==> config.mk <==
export PLATFORM = sky130hd
export DESIGN_NAME = wb_mem_responder
export DESIGN_NICKNAME = d
export VERILOG_FILES = /design/src/rtl/wb_mem_responder.sv
export SDC_FILE = /design/constraint.sdc
export NUM_CORES = 1
export LEC_CHECK = 0
export BUFFER_PORTS_ARGS = -buffer_cell sky130_fd_sc_hd__buf_4
export CAP_MARGIN = 5
export CORE_AREA = 2 2 160 115
export CTS_BUF_LIST = sky130_fd_sc_hd__clkbuf_4
export CTS_CLUSTER_SIZE = 16
export DETAILED_ROUTE_END_ITERATION = 8
export DIE_AREA = 0 0 162 117
export PLACE_DENSITY = 0.45
export SLEW_MARGIN = 10
export SYNTH_ARGS = -nofsm -noshare
export SYNTH_HDL_FRONTEND = slang
export SYNTH_SLANG_ARGS = --single-unit
==> constraint.sdc <==
create_clock -name sys_clk -period 3.2 [get_ports sys_clk]
set_input_delay 0.48 -clock sys_clk [delete_from_list [all_inputs] [get_ports sys_clk]]
set_output_delay 0.48 -clock sys_clk [all_outputs]
set_load 0.05 [all_outputs]
==> src/rtl/wb_mem_responder.sv <==
// ---------------------------------------------------------------------------
// wb_mem_responder
//
// Wishbone classic responder that terminates the CPU's initiator cycles on
// the default leg of the read-data mux. Each accepted beat is decoded into
// DRAM, VRAM or BIOS ROM and becomes exactly one request/grant/read-valid
// transaction on the memory port. Good completions return a single-cycle
// ack; unmapped addresses, ROM writes and memory timeouts return a
// single-cycle err.
//
// Parameters
//   TIMEOUT  cycles allowed from mem_req to grant (or from grant to rvalid)
//            before the access is abandoned; 8-bit counter, must be >= 2
//   MEM_AW   width of the 32-bit word address presented on mem_addr
//
// Ports
//   sys_clk     sole clock
//   reset_n     synchronous active-low reset
//   i_wb_cyc    bus cycle
//   i_wb_stb    strobe
//   i_wb_we     1 = write
//   i_wb_adr    byte address, bits [1:0] ignored
//   i_wb_dat    write data
//   i_wb_sel    byte lanes
//   o_wb_dat    read data, meaningful only alongside o_wb_ack
//   o_wb_ack    one-cycle completion
//   o_wb_err    one-cycle error completion
//   mem_req     request, held until mem_gnt
//   mem_we      write request
//   mem_rgn     0 = DRAM, 1 = VRAM, 2 = ROM
//   mem_addr    word address within the region
//   mem_wdata   write data
//   mem_be      byte enables (copy of i_wb_sel)
//   mem_gnt     request accepted; writes complete here
//   mem_rvalid  read data valid, at least one cycle after mem_gnt
//   mem_rdata   read data
// ---------------------------------------------------------------------------
module wb_mem_responder #(
  parameter int TIMEOUT = 256,
  parameter int MEM_AW  = 22
) (
  input  logic              sys_clk,
  input  logic              reset_n,
  input  logic              i_wb_cyc,
  input  logic              i_wb_stb,
  input  logic              i_wb_we,
  input  logic [31:0]       i_wb_adr,
  input  logic [31:0]       i_wb_dat,
  input  logic [3:0]        i_wb_sel,
  output logic [31:0]       o_wb_dat,
  output logic              o_wb_ack,
  output logic              o_wb_err,
  output logic              mem_req,
  output logic              mem_we,
  output logic [1:0]        mem_rgn,
  output logic [MEM_AW-1:0] mem_addr,
  output logic [31:0]       mem_wdata,
  output logic [3:0]        mem_be,
  input  logic              mem_gnt,
  input  logic              mem_rvalid,
  input  logic [31:0]       mem_rdata
);

  typedef enum logic [2:0] {
    S_IDLE,
    S_REQ,
    S_RWAIT,
    S_DRAIN,
    S_ACK,
    S_ERR
  } state_t;

  localparam logic [1:0] RGN_DRAM = 2'd0;
  localparam logic [1:0] RGN_VRAM = 2'd1;
  localparam logic [1:0] RGN_ROM  = 2'd2;
  localparam logic [7:0] TO_LAST  = 8'(TIMEOUT - 1);

  state_t              r_state;
  state_t              w_next;
  logic [7:0]          r_cnt;
  logic                r_err;
  logic [31:0]         r_dat;
  logic                r_mem_we;
  logic [1:0]          r_mem_rgn;
  logic [MEM_AW-1:0]   r_mem_addr;
  logic [31:0]         r_mem_wdata;
  logic [3:0]          r_mem_be;

  logic                w_hit;
  logic [1:0]          w_rgn;
  logic [31:0]         w_base;
  logic [31:0]         w_offset;
  logic [MEM_AW-1:0]   w_word;
  logic                w_start;
  logic                w_reject;
  logic                w_timeout;
  logic                w_load;
  logic                w_capture;
  logic                w_err_set;

  // Address decode. The three windows are disjoint, so the first match wins
  // and everything outside them is reported as unmapped. The word address is
  // the offset from the window base with the byte-lane bits shifted away.
  always_comb begin
    w_hit  = 1'b0;
    w_rgn  = RGN_DRAM;
    w_base = 32'h0000_0000;
    if (i_wb_adr <= 32'h001F_FFFF) begin
      w_hit  = 1'b1;
      w_rgn  = RGN_DRAM;
      w_base = 32'h0000_0000;
    end else if (i_wb_adr <= 32'h002F_FFFF) begin
      w_hit  = 1'b1;
      w_rgn  = RGN_VRAM;
      w_base = 32'h0020_0000;
    end else if ((i_wb_adr >= 32'h0300_0000) && (i_wb_adr <= 32'h030F_FFFF)) begin
      w_hit  = 1'b1;
      w_rgn  = RGN_ROM;
      w_base = 32'h0300_0000;
    end
  end

  assign w_offset = i_wb_adr - w_base;
  assign w_word   = MEM_AW'(w_offset >> 2);

  // A new beat is only taken while no completion is on the bus, so the
  // master's still-asserted strobe during ack/err cannot start a second
  // access. Unmapped addresses and ROM writes never reach the memory port.
  assign w_start   = i_wb_cyc & i_wb_stb & ~o_wb_ack & ~o_wb_err;
  assign w_reject  = ~w_hit | ((w_rgn == RGN_ROM) & i_wb_we);
  assign w_timeout = (r_cnt == TO_LAST);

  // Next-state logic. A grant always wins over an abandoned cycle or a
  // timeout because the memory has already committed to the access. Once a
  // read is granted the memory owes us one rvalid, so any exit before it
  // arrives goes through DRAIN to keep a single request outstanding. A read
  // whose data lands after the master dropped cyc is consumed silently.
  always_comb begin
    w_next    = r_state;
    w_load    = 1'b0;
    w_capture = 1'b0;
    w_err_set = 1'b0;
    case (r_state)
      S_IDLE: begin
        if (w_start) begin
          if (w_reject) begin
            w_next    = S_ERR;
            w_err_set = 1'b1;
          end else begin
            w_next = S_REQ;
            w_load = 1'b1;
          end
        end
      end
      S_REQ: begin
        if (mem_gnt) begin
          w_next = r_mem_we ? S_ACK : S_RWAIT;
        end else if (!i_wb_cyc) begin
          w_next = S_IDLE;
        end else if (w_timeout) begin
          w_next    = S_ERR;
          w_err_set = 1'b1;
        end
      end
      S_RWAIT: begin
        if (mem_rvalid) begin
          if (i_wb_cyc) begin
            w_next    = S_ACK;
            w_capture = 1'b1;
          end else begin
            w_next = S_IDLE;
          end
        end else if (!i_wb_cyc) begin
          w_next = S_DRAIN;
        end else if (w_timeout) begin
          w_next    = S_DRAIN;
          w_err_set = 1'b1;
        end
      end
      S_DRAIN: begin
        if (mem_rvalid) begin
          w_next = S_IDLE;
        end
      end
      S_ACK:   w_next = S_IDLE;
      S_ERR:   w_next = S_IDLE;
      default: w_next = S_IDLE;
    endcase
  end

  // State register.
  always_ff @(posedge sys_clk) begin
    if (!reset_n) begin
      r_state <= S_IDLE;
    end else begin
      r_state <= w_next;
    end
  end

  // Timeout counter. It restarts whenever the state changes, so it measures
  // request-to-grant in REQ and grant-to-rvalid in RWAIT, and it sticks at
  // its maximum instead of wrapping.
  always_ff @(posedge sys_clk) begin
    if (!reset_n) begin
      r_cnt <= '0;
    end else if (w_next != r_state) begin
      r_cnt <= '0;
    end else if (r_cnt != 8'hFF) begin
      r_cnt <= r_cnt + 8'd1;
    end
  end

  // Error pulse. Registered separately from the state so that a read
  // timeout can flag the error on the same edge it moves into DRAIN.
  always_ff @(posedge sys_clk) begin
    if (!reset_n) begin
      r_err <= 1'b0;
    end else begin
      r_err <= w_err_set;
    end
  end

  // Request fields are captured once at acceptance and held stable for the
  // whole time mem_req is up.
  always_ff @(posedge sys_clk) begin
    if (!reset_n) begin
      r_mem_we    <= 1'b0;
      r_mem_rgn   <= RGN_DRAM;
      r_mem_addr  <= '0;
      r_mem_wdata <= '0;
      r_mem_be    <= '0;
    end else if (w_load) begin
      r_mem_we    <= i_wb_we;
      r_mem_rgn   <= w_rgn;
      r_mem_addr  <= w_word;
      r_mem_wdata <= i_wb_dat;
      r_mem_be    <= i_wb_sel;
    end
  end

  // Read data register; it keeps the last returned word between acks.
  always_ff @(posedge sys_clk) begin
    if (!reset_n) begin
      r_dat <= '0;
    end else if (w_capture) begin
      r_dat <= mem_rdata;
    end
  end

  assign o_wb_ack  = (r_state == S_ACK);
  assign o_wb_err  = r_err;
  assign o_wb_dat  = r_dat;
  assign mem_req   = (r_state == S_REQ);
  assign mem_we    = r_mem_we;
  assign mem_rgn   = r_mem_rgn;
  assign mem_addr  = r_mem_addr;
  assign mem_wdata = r_mem_wdata;
  assign mem_be    = r_mem_be;

endmodule
==> metrics.cfg <==
[floorplanning]
start_util=0.2429
ios=203
rows=41
die-area_sq_um=18950
die_x_microns=162
die_h_microns=117
core_sq_um=17540

[logic_synthesis]
netlist_top_cells_area=dfxtp_1, a21oi_1, nand3_1
ys.flop_type=dfxtp_1
syn_area_sq_um=4262
synth-seq-area-share=0.4932
syn_inst=510
syn_avg_cell_area_sq_um=8.356
synth_nets=620
yosys.area.top_type_share=0.4932
synth_seq_cells=105
synth_common_cells=dfxtp_1, a21oi_1, nand2_1
synth_top_cell_by_area=dfxtp_1
synth_async_sr_flop_share=0
synth.distinct_cells=50
yosysMostFrequentCell=dfxtp_1
ys_warn_count=0
synth_edf_count=0

[cts]
clkTransAtPathRegs_ns=0.17
cts_tree=done
cts_root_buffer=clkbuf_4
cts_sinks=105
postCtsSetupRepairBufs=0
cts_buffer_depth=2
clk_latency_ns=0.47
ctsResizeCount=0
numCtsBuffers=9
htree_levels=3
cts.hold.buffers_added=0

[placement]
gp_congestion=0.7723
dp_hpwl_microns=10290
io_buffers=200
dpl.cell_count=912

[timing]
worst_slew_pin_slew_ns=0.6837
setup_violations=0
fmax_mhz=471.1
period_minus_slack_ns=2.123
rsz0062_at_grt=no
max_slew_margin=0.5435
skew_ns=0.01543
maxSlewViolCount=0
finalCritPeriodShare=0.6634
hold_viol=0
fin_tns_setup_ns=0

[setup_path]
r2r_slack_ns=1.22
reg2reg_to=mem_wdata[14]
worstSetupStartpointType=flop
cp-endpoint=mem_req
r2r.worst_path.cells=5
worstPathArrival_ns=1.64
cp-end-kind=output port
cp_max_fo=8
cp-startpoint=r_state[0]
rr_startpoint=r_state[1]
cp.required_ns=2.72
worstSetupPathType=reg2out

[route]
drtIter0Drc=279
first_pass_iters=6
wl_per_cell_microns=15.61
drc=0
final_antenna_net_count=0
routed_wirelength_microns=14500
vias=4323
vias_per_cell=4.653

[power]
power.density_nw_per_um2=401.6
ir_worst_vdd_mv=0.2343
p_leak_nw=2.444

[global_routing]
grt_overflow=0
antenna_found_initial=1
grt_pass1_wl_microns=21940
grt.total_usage=0.1474
grt_pass1_vias=4093
grt_start_max_net_pins=45

[final_layout]
layout-drive-gt1-share=0.3584
area_growth_pct=45.01
final_cells=929
finalNetCount=797

[hold_path]
hold_path.class=in2reg
holdPathStages=3

[outcome]
outcome=finished, final reports clean

[flow_run]
cap_violations=0

routing by layer:
| layer | GRT usage | vias to the layer above | share of wire |
|---|---|---|---|
| li1 | - | 2162 | - |
| met1 | 0.1936 | 2022 | 0.47 |
| met2 | 0.2318 | 131 | 0.45 |
| met3 | 0.05285 | 8 | 0.074 |
| met4 | 0.03835 | 0 | 0.0099 |
| met5 | 0 | - | 0 |
report_power, final:
group	total, W	internal, W	leakage [nW]	switching (W)
combinational	0.000227	0.000114	1.49	0.000113
clock	0.000931	0.000481	0.110	0.000450
sequential	0.00132	0.00132	0.846	0.00000942
total	0.00248	0.00191	2.44	0.000572
worst min-delay path by stage:
stage / slack (ns) / to / from
floorplan: 0.47 / r_cnt[6] / r_cnt[6]
global placement: 0.44 / o_wb_dat[11] / o_wb_dat[11]
detailed placement: 0.45 / o_wb_dat[22] / o_wb_dat[22]
CTS: 0.18 / o_wb_dat[30] / mem_rdata[30]
global route: 0.18 / o_wb_dat[20] / mem_rdata[20]
finish: 0.24 / mem_wdata[1] / i_wb_dat[1]
area by class of cell:
cell class / count / area (sq um)
clock buffer: 10 / 75.07
fill: 1851 / 11360
inverter: 8 / 30.03
clock inverter: 6 / 130.1
sequential: 105 / 2102
multi-input combinational: 351 / 1928
antenna: 1 / 2.502
tap: 236 / 295.3
timing repair buffer: 212 / 1617
critical path, cell delays in order (launching register included):
cell,delay (ns)
dfxtp_1,0.51
nor3b_1,0.39
buf_4,0.27
logic make-up after synthesis:
family / share of synthesized area
compound gates: 0.2352
simple gates: 0.1967
flops: 0.4932
buf+inv: 0.05754
xor+xnor: 0.006167
fa+ha+maj: 0.008809
mux: 0.002349
stage by stage:
stage	hold slack (ns)	total power [W]	worst slack [ns]	cell area [sq um]	utilization
floorplan	0.4693	0.001439	0.6712	4262	-
global placement	0.4437	0.001576	0.8677	5972	0.3404
detailed placement	0.4521	0.001580	0.8489	5972	0.3404
CTS	0.1835	0.002533	1.011	6177	0.3521
global route	0.1784	0.002603	0.9085	6180	0.3522
finish	0.2437	0.002482	1.077	6180	0.3522
sequential cells by signal, summed over array words and instances, names as in the netlist:
name       count
mem_be         4
mem_rgn        2
o_wb_dat      32
mem_addr      22
mem_we         1
r_cnt          8
r_state        3
o_wb_err       1
mem_wdata     32
placed cells by master, fill, tap and decap left out, drive strengths merged, types with 4 or more instances in the layout:
master  count
o21ai      58
nand3      60
a21oi      99
inv         8
bufinv      4
nor2        4
buf       212
nand2      67
dfxtp     105
a211oi      7
nor3        5
nor4        5
clkbuf     10
(Power assumes the default switching activity.)
